===== src/rtl/vga_sync_decoder.sv =====
// Receive-side timing recovery: rebuilds hcount/vcount/blanks from incoming syncs,
// checks each sync edge against the expected timing and reports lock.
module vga_sync_decoder #(
    parameter int HOR_TOTAL_TIME  = 1344,
    parameter int HOR_BLANK_START = 1024,
    parameter int HOR_SYNC_START  = 1048,
    parameter int HOR_SYNC_END    = 1184,
    parameter int VER_TOTAL_TIME  = 806,
    parameter int VER_BLANK_START = 768,
    parameter int VER_SYNC_START  = 771,
    parameter int VER_SYNC_END    = 777,
    parameter bit SYNC_ACT_HIGH   = 1'b1,
    parameter int LOCK_FRAMES     = 2,
    parameter int TIMEOUT_CYCLES  = 2 * HOR_TOTAL_TIME
) (
    input  logic        clk,
    input  logic        rst,
    input  logic        hsync_in,
    input  logic        vsync_in,
    output logic [10:0] hcount_out,
    output logic [10:0] vcount_out,
    output logic        hblnk_out,
    output logic        vblnk_out,
    output logic        locked,
    output logic        sync_err
);

    localparam logic        SYNC_INV   = ~SYNC_ACT_HIGH;
    localparam logic [10:0] H_LAST     = 11'(HOR_TOTAL_TIME - 1);
    localparam logic [10:0] H_BLANK    = 11'(HOR_BLANK_START);
    localparam logic [10:0] H_SYNC_LD  = 11'(HOR_SYNC_START);
    localparam logic [10:0] H_SYNC_PRE = 11'(HOR_SYNC_START - 1);
    localparam logic [10:0] H_END_PRE  = 11'(HOR_SYNC_END - 1);
    localparam logic [10:0] V_LAST     = 11'(VER_TOTAL_TIME - 1);
    localparam logic [10:0] V_BLANK    = 11'(VER_BLANK_START);
    localparam logic [10:0] V_SYNC_LD  = 11'(VER_SYNC_START);
    localparam logic [10:0] V_SYNC_PRE = 11'(VER_SYNC_START - 1);
    localparam logic [10:0] V_END_PRE  = 11'(VER_SYNC_END - 1);
    localparam int          TW         = $clog2(TIMEOUT_CYCLES + 1);
    localparam logic [TW-1:0] TMO_MAX  = TW'(TIMEOUT_CYCLES);
    localparam int          GW         = $clog2(LOCK_FRAMES + 1);
    localparam logic [GW-1:0] GOOD_MAX = GW'(LOCK_FRAMES);

    typedef enum logic [1:0] {
        ST_UNLOCKED = 2'd0,
        ST_ACQUIRE  = 2'd1,
        ST_LOCKED   = 2'd2
    } state_t;

    state_t        state_q, state_d;
    logic [10:0]   h_q, h_d;
    logic [10:0]   v_q, v_d;
    logic [TW-1:0] tmo_q, tmo_d;
    logic [GW-1:0] good_q, good_d;
    logic          hs_q, vs_q;
    logic          err_q, err_d;

    logic hs, vs, hs_rise, hs_fall, vs_rise, vs_fall, h_wrap;

    assign hs      = hsync_in ^ SYNC_INV;
    assign vs      = vsync_in ^ SYNC_INV;
    assign hs_rise = hs & ~hs_q;
    assign hs_fall = ~hs & hs_q;
    assign vs_rise = vs & ~vs_q;
    assign vs_fall = ~vs & vs_q;
    assign h_wrap  = (h_q == H_LAST);

    // A leading sync edge realigns the counter, overriding the normal wrap.
    always_comb begin
        if (hs_rise) begin
            h_d = H_SYNC_LD;
        end else if (h_wrap) begin
            h_d = '0;
        end else begin
            h_d = h_q + 11'd1;
        end

        v_d = v_q;
        if (vs_rise) begin
            v_d = V_SYNC_LD;
        end else if (h_wrap && !hs_rise) begin
            v_d = (v_q == V_LAST) ? '0 : v_q + 11'd1;
        end
    end

    // Edge checks look at the counts before this cycle's update.
    always_comb begin
        err_d = 1'b0;
        if (state_q != ST_UNLOCKED) begin
            if (hs_rise && (h_q != H_SYNC_PRE)) err_d = 1'b1;
            if (hs_fall && (h_q != H_END_PRE))  err_d = 1'b1;
            if (vs_rise && ((v_q != V_SYNC_PRE) || !h_wrap)) err_d = 1'b1;
            if (vs_fall && ((v_q != V_END_PRE)  || !h_wrap)) err_d = 1'b1;
        end
    end

    always_comb begin
        state_d = state_q;
        good_d  = good_q;
        if (hs_rise) begin
            tmo_d = '0;
        end else if (tmo_q == TMO_MAX) begin
            tmo_d = tmo_q;
        end else begin
            tmo_d = tmo_q + TW'(1);
        end

        if (tmo_d == TMO_MAX) begin
            state_d = ST_UNLOCKED;
        end else begin
            case (state_q)
                ST_UNLOCKED: begin
                    if (vs_rise) begin
                        state_d = ST_ACQUIRE;
                        good_d  = '0;
                    end
                end
                ST_ACQUIRE: begin
                    if (err_d) begin
                        good_d = '0;
                    end else if (vs_rise) begin
                        good_d = good_q + GW'(1);
                        if (good_q + GW'(1) == GOOD_MAX) state_d = ST_LOCKED;
                    end
                end
                ST_LOCKED: begin
                    if (err_d) begin
                        state_d = ST_ACQUIRE;
                        good_d  = '0;
                    end
                end
                default: state_d = ST_UNLOCKED;
            endcase
        end
    end

    always_ff @(posedge clk or posedge rst) begin
        if (rst) begin
            state_q <= ST_UNLOCKED;
            h_q     <= '0;
            v_q     <= '0;
            tmo_q   <= '0;
            good_q  <= '0;
            hs_q    <= 1'b0;
            vs_q    <= 1'b0;
            err_q   <= 1'b0;
        end else begin
            state_q <= state_d;
            h_q     <= h_d;
            v_q     <= v_d;
            tmo_q   <= tmo_d;
            good_q  <= good_d;
            hs_q    <= hs;
            vs_q    <= vs;
            err_q   <= err_d;
        end
    end

    assign hcount_out = h_q;
    assign vcount_out = v_q;
    assign hblnk_out  = (h_q >= H_BLANK);
    assign vblnk_out  = (v_q >= V_BLANK);
    assign locked     = (state_q == ST_LOCKED);
    assign sync_err   = err_q;

endmodule


===== config.mk =====
export PLATFORM = sky130hd
export DESIGN_NAME = vga_sync_decoder
export DESIGN_NICKNAME = d
export VERILOG_FILES = /design/src/rtl/vga_sync_decoder.sv
export SDC_FILE = /design/constraint.sdc
export NUM_CORES = 1
export LEC_CHECK = 0
export CAP_MARGIN = 20
export CELL_PAD_IN_SITES_DETAIL_PLACEMENT = 0
export CELL_PAD_IN_SITES_GLOBAL_PLACEMENT = 1
export CORE_AREA = 2 2 79 81
export CTS_CLUSTER_DIAMETER = 50
export DETAILED_ROUTE_END_ITERATION = 6
export DIE_AREA = 0 0 81 83
export PLACE_DENSITY = 0.87
export SLEW_MARGIN = 30
export SYNTH_ARGS = -nofsm -noshare
export SYNTH_HDL_FRONTEND = slang
export SYNTH_SLANG_ARGS = --single-unit

===== constraint.sdc =====
create_clock -name clk -period 3.1 [get_ports clk]
set_input_delay 0.62 -clock clk [delete_from_list [all_inputs] [get_ports clk]]
set_output_delay 0.62 -clock clk [all_outputs]
set_load 0.02 [all_outputs]

# Yosys cells after proc, flatten, opt, wreduce, memory -nomap -nowiden
# Index checks and enable logic that the tools add are counted.
[classes]
n_mul = 0
shifts = 0
n_addsub = 4
reduce_logical = 15
n_bitwise = 9
n_eq_ne = 19
n_lt_le_gt_ge = 2
div_mod_pow = 0
mux = 24
[ops]
columns = ["cell", "n"]
rows = [
  ["$mux 11", 5],
  ["$eq 12x12->1 const B", 2],
  ["$mux 12", 2],
  ["$add 11x1->11 const B", 2],
  ["$ne 11x10->1 const B", 2],
  ["$ne 11x11->1 const B", 2],
  ["$mux 2", 10],
  ["$ne 3x3->1 const B", 5],
  ["$add 12x1->12 const B", 1],
  ["$pmux 2 s3", 2],
  ["$eq 11x10->1 const B", 1],
  ["$eq 11x11->1 const B", 1],
  ["$ge 11x10->1 const B", 1],
  ["$ge 11x11->1 const B", 1],
  ["$reduce_and 5->1", 2],
  ["$logic_and 1x1->1", 5],
  ["$mux 1", 5],
  ["$not 1->1", 5],
  ["$and 1x1->1", 4],
  ["$eq 2x2->1 const B", 2],
  ["$reduce_bool 2->1", 2],
  ["$ne 3x1->1 const B", 1],
  ["$reduce_bool 3->1", 1],
  ["$add 2x1->2 const B", 1],
  ["other kinds (6)", 8],
]
[totals]
output_inout_bits = 26
input_bits = 4
reg_bits = 41
mem_bits_rw = 0
mem_count = 0
latch_bits = 0
rom_bits = 0
word_cells = 81

# Depth between registers and ports, before layout
# Gate-level depths: netlist of the first run.
[depth]
word_depth = 11
ltp_mapped = 9

# Worst setup path after synthesis of the first run
# Ideal clock, no wire load.
[synth_timing]
kind = "register to register"
start = "register h_q[0] (netlist: hcount_out[0])"
end = "register good_q[0]"
synth_period_minus_slack_ns = 2.336
path_buffers = 0
t_arrival_ns = 2.208
required_time_ns = 2.972
path_stages_with_launch = 8
setup_ns = 0.128
slack_ns = 0.764
cell_sequence = "dfrtp_1 ha_1 nand4_2 or3_4 o31ai_4 a31oi_1 o21bai_2 mux2_1"
[synth_between]
elab_chain_len = 9
[synth_rtl]
columns = ["element", "line_no", "text"]
rows = [
  ["from (decl)", "51", "logic [10:0] h_q, h_d;"],
  ["from (signal assigned)", "140", "h_q <= '0;"],
  ["from (signal assigned)", "149", "h_q <= h_d;"],
  ["$ne 11x11->1 / $eq 11x11->1 (equally long branches)", "90, 66", ""],
  ["$logic_and 1x1->1 / $logic_not 1->1 (equally long branches)", "90, 92, 93", ""],
  ["$mux 1 / $logic_or 1x1->1 (equally long branches)", "90, 92", ""],
  ["$mux 1 / $logic_and 1x1->1 (equally long branches)", "91, 92", ""],
  ["$mux 1", "92", "if (vs_rise && ((v_q != V_SYNC_PRE) || !h_wrap)) err_d = 1'b1;"],
  ["$mux 1 (*)", "93", "if (vs_fall && ((v_q != V_END_PRE) || !h_wrap)) err_d = 1'b1;"],
  ["$mux 1 (*)", "89", "if (state_q != ST_UNLOCKED) begin"],
  ["$ne 3x3->1 (no line), or another cell as far along", "n/a", ""],
  ["$reduce_and 5->1 (no line) / $pmux 2 s3 (equally long branches)", "n/a", ""],
  ["to (signal assigned)", "152", "good_q <= good_d;"],
  ["to (decl)", "54", "logic [GW-1:0] good_q, good_d;"],
]
# Every way passes the cells marked *; elsewhere a longest branch is shown, timed or not.
# A chain may end at the register's enable or synchronous reset.

# Final worst setup path of the first run
[layout_timing]
start = "register tmo_q[0]"
end = "register good_q[0]"
[layout_between]
elab_chain_len = 6
[layout_rtl]
columns = ["element", "line_no", "text"]
rows = [
  ["from (decl)", "53", "logic [TW-1:0] tmo_q, tmo_d;"],
  ["from (signal assigned)", "151", "tmo_q <= tmo_d;"],
  ["$add 12x1->12 / $eq 12x12->1 (equally long branches)", "105, 102", ""],
  ["$mux 12 (*)", "102", "end else if (tmo_q == TMO_MAX) begin"],
  ["$mux 12 (*)", "100", "if (hs_rise) begin"],
  ["$eq 12x12->1 (*)", "108", "if (tmo_d == TMO_MAX) begin"],
  ["$not 1->1 (no line) (*)", "n/a", ""],
  ["$reduce_and 5->1 (no line) (*)", "n/a", ""],
]
# Marks and branches as above.

==> results list, run 1 <==
- Worst IR drop on VDD: 0.000279 V
- Final worst-path cycle share: 82.2%
- Once detail routing completed, the nets flagged for antenna violations numbered 0.
* Area of the placeable core: approximately 0.0058 mm2
- Setup violations remaining at the end of the flow were counted as 0.
- The worst setup path is launched from a flip-flop.
- Count of clock tree sinks: 41
- Summed over all failing endpoints, the final setup total negative slack is 0 ps.
* Final critical-path required period: 2550 ps
- Max Fanout on Critical Path: 10
* Number of clock buffers inserted by TritonCTS: 5
- Static leakage: 0.00126 uW
- The final layout contains routed wiring with a total length of ~5.4 mm.
* Max transition margin: 60.6%
- Synthesis produced 268 cells.
- The number of nets in the synthesized netlist is ~280.
- Post-Synthesis Mean Instance Area: between 9 and 10 um2
* Synth-to-Final Area Change: 20.0%
- Routed wire per std cell: 14.2 um
* Starting density of the core: a little over two fifths
* Layout Cells excl Fill: 379
- Final layout net count: 316
* Pre-Repair DR Iteration Count: 4
- DRC Markers: 0
* Final number of max-transition violations: 0
- The first global-routing pass estimated 9.34 mm of wire.
- The floorplan has 28 rows.
- Detailed placement ended at an HPWL of 3.88 mm.
* Cts repair resizes: 0
- Total setup buffers inserted after CTS: 0
- Global routing finished with a remaining overflow of 0.
- The most used flip-flop cell after synthesis is sky130_fd_sc_hd__dfrtp_1.
- Area fraction in and, or, nand and nor cells after synthesis: between 20% and 30%
- At the pin with the least slew margin, the transition time is between 500 and 600 ps.
- Worst-path clk slew: 80 ps
* Skew final: approximately 5.7 ps
- Max-cap violations in this run came to 0.
- Overall die width: 81 um
- TritonCTS built the clock tree.
* Number of hold violations in the final report: 0
* Number of enable-type register cells in the synthesized netlist: 0
* Yosys reg bits: 41
- Maximum level of the CTS H-tree: 2
- Distinct cell type count after synthesis: 53
- Netlist area before placement: 0.00247 mm2
* CP Class: flip-flop to flip-flop
* Fmax achieved: 0.392 GHz
* Placed Instances: around 370
* Fraction of layout cells with a size suffix above 1: between 6 and 7%
* Port Buf Inserts: 29
- The die covers 0.00672 mm2.
- The die is between 80 and 90 um tall.
- Entering global routing, the biggest net connects 42 pins.
- Global routing consumed, over all layers together, 17.1% of the routing resources.
- Class of the worst hold path: flip-flop to flip-flop
- Crit end category: flip-flop
- Counting flops with an async set or reset pin after synthesis yields a share of 100%.
* Clock tree root driver cell: sky130_fd_sc_hd__clkbuf_8
- Status: complete, no violations
- Buffers inserted to repair hold after CTS numbered 0.
- After Yosys synthesis, full adders, half adders and majority gates account for 4.57% of the synthesized area.
* Count of boundary I/O pins: 30
- Summing the sequential cell areas from Yosys gives 41.6% of the chip area.
- The number of global-route vias before repair is between 1500 and 2000.
- Vias per cell: 5.51
* Combinational family with the most area after synthesis: simple AND/OR/NAND/NOR gates
- For this run, the number of Yosys warnings is 0.
- Summing the areas of all compound-gate instances in the mapped netlist gives 15.0% of the synthesized area.
* Power per cell area: roughly 560 mW/mm2
- Clock buffer depth: 2
- Summing the areas of all xor and xnor instances in the mapped netlist gives ~6.7% of the synthesized area.
* Antenna diodes: 0
- Clock latency at the later pin of the worst-skew pair: 290 ps
* Required time worst endpoint: 3280 ps
* Multiplexer fraction of the synthesized cell area: 0.913%
- Setup repair after global routing missed its margin: no
* Final RePlAce weighted congestion: 0.829
- STA puts the critical path data arrival time at 2730 ps.
- The tightest hold path in the finished design has a slack of about 500 ps.
* Initial detailed-routing violation count: 55
* Number of vias after detailed routing: around 2100
* Initial antenna violation count: 0
==> per-layer routing <==
layer	GRT usage, %	wire [um]
met1	22.5	2560
met2	28.8	2660
met3	3.59	116
met4	3.70	46
met5	0	0
==> report_power, final <==
group / total (uW) / internal (uW) / switching [uW] / leakage (uW)
Combinational: 507 / 245 / 262 / 0.000691
Clock: 388 / 201 / 186 / 0.0000542
Sequential: 756 / 620 / 136 / 0.000511
==> flip-flops by register name, indices dropped and copies added (netlist names) <==
| register | cells |
|---|---|
| tmo_q | 12 |
| hcount_out | 11 |
| vcount_out | 11 |
| good_q | 2 |
| state_q | 2 |
| hs_q | 1 |
| sync_err | 1 |
| vs_q | 1 |
==> layout by cell type, fill, tap and decap left out, types with 2 or more instances in the layout <==
cell | synthesis | routed
sky130_fd_sc_hd__and4b_1 | 2 | 2
sky130_fd_sc_hd__dfrtp_1 | 41 | 41
sky130_fd_sc_hd__nand3_1 | 14 | 14
sky130_fd_sc_hd__o21a_1 | 2 | 2
sky130_fd_sc_hd__mux2_1 | 2 | 2
sky130_fd_sc_hd__xor2_1 | 5 | 5
sky130_fd_sc_hd__o2111ai_1 | 3 | 3
sky130_fd_sc_hd__inv_1 | 13 | 13
sky130_fd_sc_hd__nor3_1 | 5 | 5
sky130_fd_sc_hd__nor2b_1 | 7 | 7
sky130_fd_sc_hd__ha_1 | 9 | 9
sky130_fd_sc_hd__buf_4 | 0 | 4
sky130_fd_sc_hd__nand4_1 | 5 | 5
sky130_fd_sc_hd__clkdlybuf4s50_1 | 0 | 29
sky130_fd_sc_hd__nand2b_1 | 8 | 8
sky130_fd_sc_hd__xnor2_1 | 14 | 14
sky130_fd_sc_hd__nand4bb_1 | 2 | 2
sky130_fd_sc_hd__o21ai_0 | 16 | 16
sky130_fd_sc_hd__nor2_1 | 35 | 35
sky130_fd_sc_hd__or2_1 | 2 | 2
sky130_fd_sc_hd__or3b_1 | 2 | 2
sky130_fd_sc_hd__a21oi_1 | 6 | 6
sky130_fd_sc_hd__nor3_2 | 2 | 2
sky130_fd_sc_hd__a31oi_1 | 5 | 5
sky130_fd_sc_hd__a21o_1 | 3 | 3
sky130_fd_sc_hd__o211ai_1 | 2 | 2
sky130_fd_sc_hd__and3_1 | 14 | 14
sky130_fd_sc_hd__o21ai_1 | 2 | 2
sky130_fd_sc_hd__clkbuf_8 | 0 | 7
sky130_fd_sc_hd__and3b_1 | 2 | 2
sky130_fd_sc_hd__a2111oi_0 | 2 | 2
sky130_fd_sc_hd__nand2_1 | 16 | 16
==> worst max-delay path: stages, from the launching register on <==
cell and delay [ps]:
sky130_fd_sc_hd__dfrtp_1 530, sky130_fd_sc_hd__inv_1 120, sky130_fd_sc_hd__ha_1 340, sky130_fd_sc_hd__nor2b_1 120
sky130_fd_sc_hd__o2111ai_1 120, sky130_fd_sc_hd__a2111oi_0 430, sky130_fd_sc_hd__o2111a_1 300, sky130_fd_sc_hd__o21bai_2 150
sky130_fd_sc_hd__mux2_1 340
==> per-stage QoR <==
stage               worst slack [ps]  total power (uW)  utilization, %  cell area (um2)
floorplan                        764              1070               -             2470
global placement                 568              1260            49.2             2860
detailed placement               400              1270            49.2             2860
CTS                              510              1670            50.9             2960
global route                     303              1760            50.9             2960
finish                           551              1650            50.9             2960
==> area by class of cell <==
| class | count | area [um2] |
|---|---|---|
| clock buffers | 7 | 96.3 |
| flip-flops and latches | 41 | 1030 |
| inverters | 13 | 48.8 |
| clock inverters | 1 | 5.00 |
| well taps | 75 | 93.8 |
| fillers | 584 | 2860 |
| multi-input cells | 209 | 1370 |
| repair buffers | 33 | 320 |
==> synth_stat cells (3+ instances only) <==
library cell | n | share of area, %
sky130_fd_sc_hd__nand2_1 | 16 | 2.4
sky130_fd_sc_hd__clkbuf_1 | 3 | 0.46
sky130_fd_sc_hd__ha_1 | 9 | 4.6
sky130_fd_sc_hd__nor3_1 | 5 | 1.0
sky130_fd_sc_hd__xor2_1 | 5 | 1.8
sky130_fd_sc_hd__a21oi_1 | 6 | 1.2
sky130_fd_sc_hd__nand4_1 | 5 | 1.3
sky130_fd_sc_hd__o2111ai_1 | 3 | 1.1
sky130_fd_sc_hd__a21o_1 | 3 | 0.91
sky130_fd_sc_hd__a31oi_1 | 5 | 1.3
sky130_fd_sc_hd__xnor2_1 | 14 | 5.0
sky130_fd_sc_hd__nor2b_1 | 7 | 1.8
sky130_fd_sc_hd__nor2_1 | 35 | 5.3
sky130_fd_sc_hd__nand3_1 | 14 | 2.8
sky130_fd_sc_hd__nand2b_1 | 8 | 2.0
sky130_fd_sc_hd__o21ai_0 | 16 | 3.2
sky130_fd_sc_hd__dfrtp_1 | 41 | 42
sky130_fd_sc_hd__and3_1 | 14 | 3.6
sky130_fd_sc_hd__inv_1 | 13 | 2.0
==> cells by family after synthesis <==
kind of cell | after synthesis
multiplexers | 2
buffers and inverters | 18
AND/OR/NAND/NOR | 126
adder cells (fa/ha/maj) | 9
XOR/XNOR | 19
AO/OA/AOI/OAI | 53
flip-flops | 41
==> worst paths after layout <==
path | slack, ps | start | end | depth (start not counted)
min in group asynchronous | 760 | rst | tmo_q[6] | 3
hold / removal | 500 | good_q[1] | good_q[1] | 1
setup / recovery | 550 | tmo_q[0] | good_q[0] | 8
hold reg to reg | 500 | good_q[1] | good_q[1] | 1
setup reg to reg | 550 | tmo_q[0] | good_q[0] | 8
max in group asynchronous | 1970 | rst | vs_q | 3
(Power assumes the default switching activity.)
==> run 2: changes to the inputs <==
==> constraint.sdc (replaced) <==
create_clock -name clk -period 2.35 [get_ports clk]
set_input_delay 0.47 -clock clk [delete_from_list [all_inputs] [get_ports clk]]
set_output_delay 0.47 -clock clk [all_outputs]
set_load 0.02 [all_outputs]
==> run 2 against run 1 <==
Effect of this change:
- count of clock-buffer cells in the layout fell by 1
- largest power group unchanged
- flip-flop and latch count did not move
- critical path depth did not move
- highest routed layer unchanged
- die area did not move
- cell area rose by 7.0%
==> results list, run 2 (same netlist as run 1, synthesis figures left out) <==
- Status: complete, no violations
* Startpoint kind of the worst setup timing path: flip-flop
- Counting buffers and inverters, the worst setup path is 8 cells deep.
- Number of clock buffers inserted by TritonCTS: 5
- Post-detailed-routing wire length: 5.78 mm
* Cell family with the largest share of critical-path delay: compound AO/OA/AOI/OAI gates
* Post-detailed-route count of antenna-violating nets: 0
- Cells fill 54.5% of the core in the end.
- TritonCTS clock tree: done
- Final RePlAce weighted congestion: 0.882
- DRC Markers: 0
- The H-tree generated during clock tree synthesis spans 2 levels.
- Max-cap violations in this run came to 0.
- Total GRT Usage: around 18%
- Compared with the post-synthesis result, the final layout area differs by 28.5%.
- Routed wire per std cell: 14.5 um
* Vias in the first global route: 2078
* Critical register-to-register path startpoint: tmo_q[0]
* Count of clock tree sinks: 41
* Wire length of the first global-routing pass: 9.58 mm
- Static leakage: 0.00136 uW
* Port Buf Inserts: 29
* Critical path's slowest cell: sky130_fd_sc_hd__dfrtp_1
- Fraction of layout cells with a size suffix above 1: 14.5%
- The tree is rooted in a sky130_fd_sc_hd__clkbuf_8.
- End point of the critical path: good_q[1]
* R2r worst-path depth: 8
- Class of the worst hold path: flip-flop to flip-flop
- Maximum number of pins on one net before global-route repair: 42
* Required time worst endpoint: 2540 ps
- The filler cells instantiated in the layout total 551.
* Vias per cell: 5.34
- Max Fanout on Critical Path: 3
- The repair_antennas step left the layout with diodes totalling 0.
- Site Rows: 28
* Most frequent cells in the layout: sky130_fd_sc_hd__dfrtp_1 (41), sky130_fd_sc_hd__nor2_1 (35), sky130_fd_sc_hd__clkdlybuf4s50_1 (29)
- STA puts the critical path data arrival time at 2450 ps.
- Aggregate global routing overflow: 0
- Max transition margin: 61.5%
* Top reg by flops: tmo_q
- The critical path is of the flip-flop to flip-flop type.
- Worst-path clk slew: ~90 ps
- The net count of the finished layout is 336.
- The final number of max-transition violations came to 0.
- IR analysis of the VDD net gives a maximum drop of 0.000386 V.
- Clock buffer depth: 2
- Pre-Repair DR Iteration Count: 4
* Area of the placeable core: 0.00582 mm2
- Fmax achieved: approximately 0.44 GHz
- Summing all placed instances gives a cell area of 0.00300 mm2.
- Commonest non-fill, non-tap cell in the layout: sky130_fd_sc_hd__dfrtp_1
- Number of hold violations in the final report: 0
- The HPWL after detailed placement is 4.00 mm.
- From left edge to right edge, the die measures roughly 80 um.
* Final cell area excluding filler cells: around 0.0032 mm2
- The initial antenna violation count came to 0.
* Final critical-path required period: around 2300 ps
- Count of boundary I/O pins: 30
- Worst setup startpoint: tmo_q[0]
- Cell-by-cell listing of the critical path: inv_1 -> ha_1 -> nor2b_2 -> o2111ai_2 -> a2111oi_4 -> o2111a_2 -> o21bai_2 -> mux2_1
- Hold repair after CTS inserted 0 buffers.
* Crit end category: flip-flop
* Initial detailed-routing violation count: slightly below 80
* Skew final: approximately 13 ps
- Number of buffer and inverter instances along the worst setup path: 1
* Die ar.: 0.00672 mm2
- Number of vias after detailed routing: approximately 2100
* Max reg flops: 12
* Power per cell area: roughly 750 mW/mm2
- In this run the vertical extent of the chip is around 83 um.
* Worst Max-Slew Pin Slew: 570 ps
- For this run, the slowest stage of the critical path takes 420 ps.
- For flop-to-flop paths, the worst setup slack is 90 ps.
* Final worst-path cycle share: between 90 and 100%
- Starting density of the core: 42.4%
* Clock latency at the later pin of the worst-skew pair: approximately 300 ps
* R2R Path End: good_q[1]
* Final setup violation count: 0
## run 2: area by class of cell
cell class                 count  area [um2]  share of cell area, %
clock inverter                 2        38.8                   1.22
timing repair buffer          53         470                   14.8
sequential                    41        1030                   32.4
clock buffer                   6        72.6                   2.29
inverter                      13        48.8                   1.54
tap                           75        93.8                   2.96
multi-input combinational    209        1420                   44.7
## run 2: stage by stage
stage          power (uW)  hold slack (ps)  setup TNS, ps  instances  setup slack (ps)
2_1_floorplan        1410              464              0        268              14.1
3_5_place_dp         1760              491           -393        390              -200
3_3_place_gp         1750              476              0        390             0.215
4_1_cts              2360              513              0        398              39.0
6_report             2380              509              0        399              91.2
5_1_grt              2530              538          -24.3        399             -15.9
## run 2: how the worst min path moves through the flow
stage                     slack (ps)        end  depth (start not counted)       from
after detailed placement         490  good_q[1]                          1  good_q[1]
after CTS                        510  good_q[1]                          1  good_q[1]
after global routing             540  good_q[1]                          1  good_q[1]
after floorplan                  460  good_q[1]                          1  good_q[1]
after global placement           480  good_q[1]                          1  good_q[1]
final                            510  good_q[1]                          1  good_q[1]
## run 2: what timing repair did
| action | CTS | global route |
|---|---|---|
| gates cloned | 0 | 0 |
| gates resized for setup | 2 | 8 |
| pin swaps | 0 | 2 |
| setup buffers | 0 | 1 |
| endpoints found under the setup margin | 2 | 3 |
## run 2: power by group
| group | total, uW | internal [uW] | switching [uW] |
|---|---|---|---|
| clock network | 582 | 319 | 263 |
| registers | 976 | 818 | 158 |
| logic | 822 | 412 | 410 |
| total | 2380 | 1550 | 831 |
## run 2: routing by layer
| metal | up-vias | track usage (%) | part of all wire (%) |
|---|---|---|---|
| met4 | 0 | 6.63 | 1.4 |
| met3 | 6 | 3.80 | 2.5 |
| li1 | 1066 | - | - |
| met5 | - | 0 | 0 |
| met2 | 28 | 27.8 | 49 |
| met1 | 1031 | 24.3 | 47 |
## run 2: worst register-to-register path, delay by kind of cell (launching register included)
family | cells | cell delay [ps]
compound gates | 4 | 850
fa+ha+maj | 1 | 320
buf+inv | 1 | 100
flops | 1 | 420
mux | 1 | 340
simple gates | 1 | 140
